## config.mk

```make
export PLATFORM = sky130hd
export DESIGN_NAME = cache_refill_buf
export DESIGN_NICKNAME = d
export VERILOG_FILES = /design/src/rtl/cache_refill_buf.sv
export SDC_FILE = /design/constraint.sdc
export NUM_CORES = 1
export LEC_CHECK = 0
export ABC_AREA = 1
export CAP_MARGIN = 10
export CORE_AREA = 2 2 129 131
export CTS_CLUSTER_SIZE = 14
export DETAILED_ROUTE_END_ITERATION = 16
export DIE_AREA = 0 0 131 133
export GPL_TIMING_DRIVEN = 0
export PLACE_DENSITY = 0.85
export SLEW_MARGIN = 30
export SYNTH_ARGS = -nofsm -noshare
export SYNTH_HDL_FRONTEND = slang
export SYNTH_SLANG_ARGS = --single-unit
```

## constraint.sdc

```tcl
create_clock -name clk -period 2.6 [get_ports clk]
set_input_delay 0.26 -clock clk [delete_from_list [all_inputs] [get_ports clk]]
set_output_delay 0.26 -clock clk [all_outputs]
set_load 0.02 [all_outputs]
```

## src/rtl/cache_refill_buf.sv

```systemverilog
// Line-refill engine: one burst read per miss, collect W beats, commit the full line to the data RAM.
// Optional early-restart (critical word forwarding) is enabled by defining REFILL_EARLY_RESTART_EN.
module cache_refill_buf #(
    parameter int unsigned W     = 4,
    parameter int unsigned LOG_W = 2,
    parameter int unsigned LOG_H = 8,
    parameter int unsigned LOG_N = 1
) (
    input  logic                 clk,
    input  logic                 resetn,
    input  logic                 req_valid,
    output logic                 req_ready,
    input  logic [31:0]          req_addr,
    input  logic [LOG_H-1:0]     req_index,
    input  logic [LOG_N-1:0]     req_way,
    output logic                 rd_req,
    input  logic                 rd_rdy,
    output logic [31:0]          rd_addr,
    output logic [7:0]           rd_len,
    input  logic                 ret_valid,
    input  logic                 ret_last,
    input  logic [31:0]          ret_data,
    output logic                 ram_replace,
    output logic [LOG_H-1:0]     ram_index,
    output logic [LOG_N-1:0]     ram_way,
    output logic [32*W-1:0]      ram_din,
    output logic                 refill_done,
    output logic                 refill_err,
    output logic                 crit_valid,
    output logic [31:0]          crit_data
);

    localparam int unsigned CW  = LOG_W + 1;   // beat counter also represents "line full" (== W)
    localparam int unsigned OFF = LOG_W + 2;   // byte-offset bits within a line

    typedef enum logic [2:0] {
        S_IDLE,
        S_REQ,
        S_RECV,
        S_WRITE,
        S_DONE
    } state_t;

    state_t             state_q;
    logic [W-1:0][31:0] line_q;
    logic [CW-1:0]      cnt_q;
    logic               err_q;
    logic               accept;
    logic               beat_fits;
    logic               unused_addr_bits;

    assign accept           = (state_q == S_IDLE) && req_valid && req_ready;
    assign beat_fits        = !cnt_q[LOG_W];
    assign rd_len           = 8'(W - 1);
    assign ram_din          = line_q;
    assign unused_addr_bits = ^req_addr[OFF-1:0];

    always_ff @(posedge clk) begin
        if (!resetn) begin
            state_q     <= S_IDLE;
            line_q      <= '0;
            cnt_q       <= '0;
            err_q       <= 1'b0;
            req_ready   <= 1'b0;
            rd_req      <= 1'b0;
            rd_addr     <= '0;
            ram_replace <= 1'b0;
            ram_index   <= '0;
            ram_way     <= '0;
            refill_done <= 1'b0;
            refill_err  <= 1'b0;
        end else begin
            case (state_q)
                S_IDLE: begin
                    if (accept) begin
                        state_q   <= S_REQ;
                        req_ready <= 1'b0;
                        rd_req    <= 1'b1;
                        rd_addr   <= {req_addr[31:OFF], {OFF{1'b0}}};
                        ram_index <= req_index;
                        ram_way   <= req_way;
                        line_q    <= '0;
                        cnt_q     <= '0;
                        err_q     <= 1'b0;
                    end else begin
                        req_ready <= 1'b1;
                    end
                end
                S_REQ: begin
                    if (rd_rdy) begin
                        state_q <= S_RECV;
                        rd_req  <= 1'b0;
                    end
                end
                S_RECV: begin
                    if (ret_valid) begin
                        // Beats beyond W are dropped and flag the refill as bad
                        if (beat_fits) begin
                            line_q[cnt_q[LOG_W-1:0]] <= ret_data;
                            cnt_q                    <= cnt_q + CW'(1);
                        end else begin
                            err_q <= 1'b1;
                        end
                        if (ret_last) begin
                            if (cnt_q != CW'(W - 1)) begin
                                err_q <= 1'b1;
                            end
                            state_q     <= S_WRITE;
                            ram_replace <= 1'b1;
                        end
                    end
                end
                S_WRITE: begin
                    state_q     <= S_DONE;
                    ram_replace <= 1'b0;
                    refill_done <= 1'b1;
                    refill_err  <= err_q;
                end
                S_DONE: begin
                    state_q     <= S_IDLE;
                    refill_done <= 1'b0;
                    refill_err  <= 1'b0;
                    req_ready   <= 1'b1;
                end
                default: begin
                    state_q <= S_IDLE;
                end
            endcase
        end
    end

`ifdef REFILL_EARLY_RESTART_EN
    logic [LOG_W-1:0] crit_idx_q;

    // Forward the word the miss actually asked for as soon as it lands
    always_ff @(posedge clk) begin
        if (!resetn) begin
            crit_idx_q <= '0;
            crit_valid <= 1'b0;
            crit_data  <= '0;
        end else begin
            crit_valid <= 1'b0;
            if (accept) begin
                crit_idx_q <= req_addr[OFF-1:2];
            end
            if ((state_q == S_RECV) && ret_valid && beat_fits &&
                (cnt_q[LOG_W-1:0] == crit_idx_q)) begin
                crit_valid <= 1'b1;
                crit_data  <= ret_data;
            end
        end
    end
`else
    assign crit_valid = 1'b0;
    assign crit_data  = 32'h0;
`endif

endmodule

```

# Word-level counts from Yosys, hierarchy flattened
# Cells that the tools add are included.
[totals] ff_bits=177 inputBits=79 out_inout_bits=215
[op_classes] addsub=1 magnitude_cmp=2 n_eq_ne=10 n_mux=32 reduce_logical=15
[ops] cell="two-way mux 128 bit" count=3
[ops] cell="case mux 128 bit (2 select lines)" count=1
[ops] cell="bitwise mux 128 bit" count=1
[ops] cell="demux 32 bit (select 2 bit)" count=1
[ops] cell="two-way mux 32 bit" count=1
[ops] cell="two-way mux 3 bit" count=7
[ops] cell="case mux 1 bit (2 select lines)" count=6
[ops] cell="case mux 3 bit (4 select lines)" count=1
[ops] cell="two-way mux 1 bit" count=10
[ops] cell="!= test 2 bit (second input constant)" count=5
[ops] cell="nonzero test 2 bit" count=5
[ops] cell="AND reduction 3 bit" count=3
[ops] cell="AND reduction 4 bit" count=2
[ops] cell="equality test 3 x 2 -> 1 bit (second input constant)" count=2
[ops] cell="case mux 3 bit (2 select lines)" count=1
[ops] cell="adder 3 x 1 -> 3 bit (second input constant)" count=1
[ops] cell="equality test 3 x 1 -> 1 bit (second input constant)" count=1
[ops] cell="equality test 3 bit (second input constant)" count=1
[ops] cell="logical AND 1 bit" count=3
[ops] cell="zero test 3 bit" count=1
[ops] cell="less-than comparator 2 x 3 -> 1 bit (second input constant)" count=1
[ops] cell="!= test 3 x 2 -> 1 bit (second input constant)" count=1
[ops] cell=">= comparator 2 x 1 -> 1 bit (second input constant)" count=1
[ops] cell="AND reduction 2 bit" count=1

# Longest topological paths before layout
# Gate-level depths: netlist (run 1).
[depth] ltp_word=8 ltp_mapped=9 ltp_nobuf=8

# Worst setup path after synthesis (run 1)
# Ideal clock, no wire load.
[synth_timing] path_kind="flip-flop to flip-flop" startpoint="reg req_ready" endpoint="reg line_q, in the netlist ram_din[94]" arrival_ps=1340 t_required_ps=2530 path_slack_ps=1189 stages_incl_launch_ff=9 n_path_buf=2 period_less_slack_ps=1411 cell_sequence="dfxtp_1 nand2_1 nand3_2 nand2_2 inv_4 buf_4 buf_2 nand4_1 a21oi_1"
[synth_between] elab_chain_cells=3
[synth_rtl] item="start: declaration" line="12" text="output logic req_ready,"
[synth_rtl] item="start signal: assignment" line="64" text="req_ready <= 1'b0;"
[synth_rtl] item="start signal: assignment" line="77" text="req_ready <= 1'b0;"
[synth_rtl] item="start signal: assignment" line="86" text="req_ready <= 1'b1;"
[synth_rtl] item="logical AND 1 bit" line="52" text="assign accept = (state_q == S_IDLE) && req_valid && req_ready;"
[synth_rtl] item="!= test 2 bit (no line)"
[synth_rtl] item="AND reduction 4 bit (no line)"
[synth_rtl] item="end signal: indexed assignment" line="99" text="line_q[cnt_q[LOG_W-1:0]] <= ret_data;"
[synth_rtl] item="end: declaration" line="45" text="logic [W-1:0][31:0] line_q;"
# Every way passes these cells.
# A chain may end at the register's enable or synchronous reset.

# Final worst setup path (run 1)
[layout_timing] startpoint="reg state_q[1]" endpoint="reg line_q, in the netlist ram_din[106]"
[layout_between] elab_chain_cells=5 elab_cells_between_ends=10 classes_between="eq/ne: 4; mux: 1; reduce/logical: 5"
[layout_rtl] item="start: declaration" line="44" text="state_t state_q;"
[layout_rtl] item="start signal: assignment" line="60" text="state_q <= S_IDLE;"
[layout_rtl] item="start signal: assignment" line="76" text="state_q <= S_REQ;"
[layout_rtl] item="start signal: assignment" line="91" text="state_q <= S_RECV;"
[layout_rtl] item="zero test 3 bit" line="52, 73"
[layout_rtl] item="logical AND 1 bit (2 in a row)" line="52"
[layout_rtl] item="!= test 2 bit (no line)"
[layout_rtl] item="AND reduction 4 bit (no line)"
# Parallel ways exist; a longest one is shown, timed or not.

==> impl_metrics.tcl, run 1 <==
set metrics [dict create \
    status "complete, no violations" \
    finalHoldViolCount 0 \
    hold_buffers 0 \
    ys_types 24 \
    final-max-slew-violation-count 0 \
    finalNonFillerCells 1485 \
    clock-sinks 177 \
    yosysTopAreaCell "dfxtp_1" \
    tns_ps 0 \
    start_util_pct 46.0 \
    ir_drop_uv 608 \
    critPathMaxFanout 10 \
    fin_skew_ps 11.7 \
    ant_nets 0 \
    layout_common_cells "clkdlybuf4s50_1 (244), dfxtp_1 (177), a21oi_1 (172), nand2_1 (145), nand4_1 (133)" \
    vias 7767 \
    syn2layout_area_growth_pct 46.9 \
    drt_pass1_iterations 6 \
    gr-usage-all-layers_pct 27.9 \
    fin_nets 1335 \
    design_area_um2 10900 \
    die_area_um2 17400 \
    drv_cap 0 \
    path_class "flop to flop" \
    drive_gt1_share_pct 10.9 \
    via_per_inst 5.23 \
    tritoncts "built" \
    syn_area_per_cell_um2 7.86 \
    place_ws_ps 412 \
    io_buffers 244 \
    antenna_found_initial 0 \
    worstHoldPathType "primary input to flop" \
    grt_max_degree 18 \
    grt_pass1_vias 7038 \
    mostFrequentLayoutCell "clkdlybuf4s50_1" \
    drc_errors 0 \
    insertedDiodeCount 0 \
    dp_hpwl_um 18100 \
    dpl_cell_area_um2 10300 \
    crit_path_end_kind "flop" \
    routed_wl_um 24400 \
    postCtsResizedCells 0 \
    grt_pass1_wl_um 37500 \
    tightest_slew_ps 710 \
    layout_min_cycle_time_ps 1900 \
    cellPowerDensity_nw_per_um2 969 \
    place_inst 1453 \
    slew_headroom_pct 52.7 \
    post_cts_buffers 0 \
    critPathLaunchType "flop" \
    drt-initial-drc-count 718 \
    grt-ovfl-total 0 \
    dieHeight_um 133 \
    clk_latency_ps 440 \
    io_pins 294 \
    final_core_utilization_pct 67.6 \
    std_cell_rows 47 \
    multiInputGateArea_um2 2940 \
    clockBufferDepth 2 \
    yosys_warnings 0 \
    p_leak_nw 4.04 \
    routedWlPerCell_um 16.4 \
    ys_ff_latch 177 \
    synth_area_leaders "dfxtp_1 (48%), a21oi_1 (12%), nand4_1 (11%)" \
    seq_area_frac_synth_pct 47.6 \
    n_fill_cell 1336 \
    regArea_um2 3540 \
    setup_ws_ps 696 \
    core_um2 16200 \
    syn_area_um2 7440 \
    postSynthCellCount 946 \
    worstPathRequired_ps 2960 \
    yosys.area.top_type_share_pct 47.6 \
    htree_levels 4 \
    rsz0062_at_grt "false" \
    clk_pin_slew_ps 70 \
    fmax_ghz 0.525 \
    gp_congestion 0.925 \
    crit_arrival_ps 2270 \
    cts_buffers 17 \
    finalCritPeriodShare_pct 73.2 \
    die_w_um 131 \
    clockRootBuffer "clkbuf_16" \
    finalSetupViolCount 0 \
]
-- cell families (layout without fill, tap and decap cells) --
kind of cell	count (synthesis)	after routing	synth area share, %
and+or+nand+nor	336	336	22.3
buffers and inverters	215	491	15.0
AOI/OAI and AO/OA	212	212	14.3
DFF	177	177	47.6
adders and majority gates	4	4	0.673
other	2	45	0.101
-- Yosys cell counts --
cell,instances
nor2_4,1
inv_1,80
nand2_1,145
buf_6,12
nor2_2,2
o2111ai_1,1
nand3_2,5
inv_2,5
nand3_1,4
buf_2,30
nand4_1,133
nor2_1,41
nor3_1,2
conb_1,2
clkbuf_1,38
inv_4,1
nand2_4,1
buf_4,47
dfxtp_1,177
buf_1,2
nand2_2,2
a21oi_1,172
o21ai_0,39
ha_1,4
-- worst paths after layout --
check | to | slack (ps) | from | cells past startpoint
worst max-delay path | ram_din[106] | 700 | state_q[1] | 7
worst min-delay path | rd_addr[18] | 440 | req_addr[18] | 3
worst min register to register | ram_index[6] | 440 | ram_index[6] | 2
worst max register to register | ram_din[106] | 700 | state_q[1] | 7
-- critical path, stage by stage, from the launching register on --
cell and delay (ps):
dfxtp_1 360, inv_2 80, nor2_4 150, nand2_2 200
clkbuf_1 330, nor2_1 350, nand4_1 170, a21oi_1 170
-- report_power, final --
part / internal [mW] / switching, mW
Sequential: 2.96 / 0.150
Clock: 1.47 / 1.18
Combinational: 1.51 / 3.31
Total: 5.94 / 4.64
-- layer usage --
| layer | wire length (µm) | global-route usage [%] | share of wire [%] |
|---|---|---|---|
| met1 | 9370 | 34.0 | 38 |
| met2 | 11700 | 46.5 | 48 |
| met3 | 2680 | 8.29 | 11 |
| met4 | 635 | 10.0 | 2.6 |
| met5 | 0 | 0 | 0 |
-- metrics by stage --
stage | power (mW) | hold WS, ps
4_1_cts | 10.5 | 428
6_report | 10.6 | 442
3_3_place_gp | 7.79 | 430
3_5_place_dp | 7.86 | 434
5_1_grt | 11.1 | 454
2_1_floorplan | 6.20 | 435
-- cell type report --
cell class                      count  share of cell area (%)
Sequential cell                   177                    32.4
Inverter                           86                    2.98
Multi-Input combinational cell    597                    26.9
Tap cell                          220                    2.52
Timing Repair Buffer              244                    22.4
Clock inverter                     14                    1.55
Buffer                            129                    7.22
Clock buffer                       18                    4.02
-- state kept, by name, summed over array words and instances (netlist names) --
register	cells
req_ready	1
ram_din	128
err_q	1
ram_replace	1
state_q	3
rd_addr	28
refill_done	1
cnt_q	3
ram_index	8
ram_way	1
rd_req	1
refill_err	1
No activity file was read; power rests on OpenSTA's default activity.
==> run 2, diff against run 1 <==
- CORE_AREA: 2 2 129 131 -> 2 2 134 136
- DIE_AREA: 0 0 131 133 -> 0 0 136 138
- PLACE_DENSITY: 0.85 -> 0.79
- clock period: 2.6 -> 1.9 ns (I/O delays scaled with it)
==> run 2 against run 1 <==
Effect of this change:
- sequential share of layout area about the same
- global-route usage decreased by 2.4 points
- clock skew increased by 0.87 ps
- die area increased by 7.7%
- register-to-register slack got worse by 520 ps
- highest routed layer unchanged
- sequential cell count unchanged
- combinational power increased by 36%
- routed wire length decreased by 1.1%
- via count decreased by 1.1%
- design area about the same
- sequential power increased by 37%
- first-iteration DRC count decreased by 4.7%
==> impl_metrics.tcl, run 2 (same netlist as run 1, synthesis figures left out) <==
set metrics [dict create \
    crit_arrival_ps 2080 \
    gp_congestion 0.887 \
    start_util_pct 42.4 \
    layout_common_cells "clkdlybuf4s50_1 (244), dfxtp_1 (177), a21oi_1 (172), nand2_1 (145), nand4_1 (133)" \
    crit_path_end_kind "flop" \
    vias 7681 \
    grt_pass1_vias 7192 \
    fin_skew_ps 12.6 \
    layout_min_cycle_time_ps 1730 \
    io_buffers 244 \
    drc_errors 0 \
    ant_nets 0 \
    ir_drop_uv 749 \
    grt_pass1_wl_um 38000 \
    die_w_um 136 \
    p_leak_nw 4.05 \
    syn2layout_area_growth_pct 46.9 \
    final-max-slew-violation-count 0 \
    via_per_inst 5.15 \
    hold_buffers 0 \
    worstRegToRegCells 7 \
    fin_nets 1333 \
    worstHoldPathType "primary input to flop" \
    mostFrequentLayoutCell "clkdlybuf4s50_1" \
    drv_cap 0 \
    cp_num_buf_inv 2 \
    slew_headroom_pct 59.6 \
    dieHeight_um 138 \
    drt_pass1_iterations 5 \
    cellPowerDensity_nw_per_um2 1320 \
    rrSetupSlack_ps 170 \
    largest_register_ffs 128 \
    io_pins 294 \
    tritoncts "built" \
    clk_latency_ps 430 \
    drive_gt1_share_pct 11.2 \
    finalCritPeriodShare_pct 90.8 \
    grt_max_degree 18 \
    die_area_um2 18800 \
    worstPathRequired_ps 2250 \
    fmax_ghz 0.579 \
    crit_slowest_cell "dfxtp_1" \
    setup_ws_ps 174 \
    path_cells "inv_2 -> nor2_4 -> nand2_2 -> nor2_2 -> buf_2 -> nand4_1 -> a21oi_1" \
    critPathMaxFanout 10 \
    finalSetupViolCount 0 \
    r2r_start "state_q[1]" \
    insertedDiodeCount 0 \
    cts_buffers 17 \
    worstHoldStart "req_addr[23]" \
    critPathLaunchType "flop" \
    regToRegEndpoint "ram_din[35]" \
    grt-ovfl-total 0 \
    path_class "flop to flop" \
    clock-sinks 177 \
    gr-usage-all-layers_pct 25.5 \
    std_cell_rows 49 \
    tns_ps 0 \
    post_cts_buffers 0 \
    finalHoldViolCount 0 \
    antenna_found_initial 0 \
    status "complete, no violations" \
    core_um2 17500 \
    drt-initial-drc-count 684 \
    dp_hpwl_um 18100 \
    clk_pin_slew_ps 80 \
    place_ws_ps -298 \
    critPathMaxStageDelay_ps 360 \
    whs_endpoint "rd_addr[23]" \
    tightest_slew_ps 606 \
    routedWlPerCell_um 16.2 \
    clockRootBuffer "clkbuf_16" \
    clockBufferDepth 2 \
    rsz0062_at_grt "true" \
    htree_levels 4 \
    hold_depth 3 \
    routed_wl_um 24100 \
    crit_family "simple AND/OR/NAND/NOR gates" \
]
run 2: cell count changes in the layout (fill, tap and decap cells not counted), sizes merged:
cell      before  now
clkinv         2    4
clkinvlp       4    2
bufinv         2    1
clkbuf        56   55
run 2: layout make-up:
cell class / instances / area [µm²]
buffer: 127 / 785
clock buffer: 19 / 453
clock inverter: 13 / 145
fill: 1551 / 6610
inverter: 86 / 325
multi-input combinational: 597 / 2940
sequential: 177 / 3540
tap: 229 / 287
timing repair buffer: 244 / 2440
run 2: report_power, final:
part / switching (mW) / total (mW) / internal, mW
Clock: 1.62 / 3.55 / 1.93
Combinational: 4.48 / 6.55 / 2.07
Sequential: 0.208 / 4.26 / 4.06
Total: 6.31 / 14.4 / 8.06
run 2: worst min-delay path: cells and delay by family:
kind / cells / cell delay, ps
buf+inv: 1 / 390
compound gates: 2 / 190
run 2: worst max-delay path by stage:
stage / start / end / slack [ps] / cells past startpoint
6_report: state_q[1] / ram_din[35] / 170 / 7
4_1_cts: state_q[0] / ram_din[2] / 130 / 7
3_5_place_dp: resetn / ram_din[72] / -300 / 5
2_1_floorplan: req_ready / ram_din[94] / 490 / 8
5_1_grt: state_q[1] / ram_din[15] / -4 / 7
3_3_place_gp: resetn / ram_din[70] / -250 / 5
run 2: per-stage QoR:
step                      cell area (µm²)  utilization [%]  hold WS (ps)  cells  power [mW]
after floorplan                      7600                -           365    989        8.49
after global placement              10300             58.9           431   1462        10.7
after detailed placement            10300             58.9           436   1462        10.8
after CTS                           10900             62.3           364   1494        14.3
after global routing                10900             62.3           391   1492        15.1
final                               10900             62.3           373   1492        14.4
run 2: what timing repair did:
action	4_1_cts	5_1_grt
hold endpoints to repair	0	0
setup endpoints to repair	0	19
resized for setup	0	6
run 2: metal layers:
metal | up-vias | share of wire (%) | global-route usage, %
met3 | 56 | 11 | 7.41
met5 | - | 0 | 0
li1 | 3732 | - | -
met2 | 425 | 47 | 41.2
met4 | 0 | 3.2 | 11.1
met1 | 3468 | 39 | 31.5
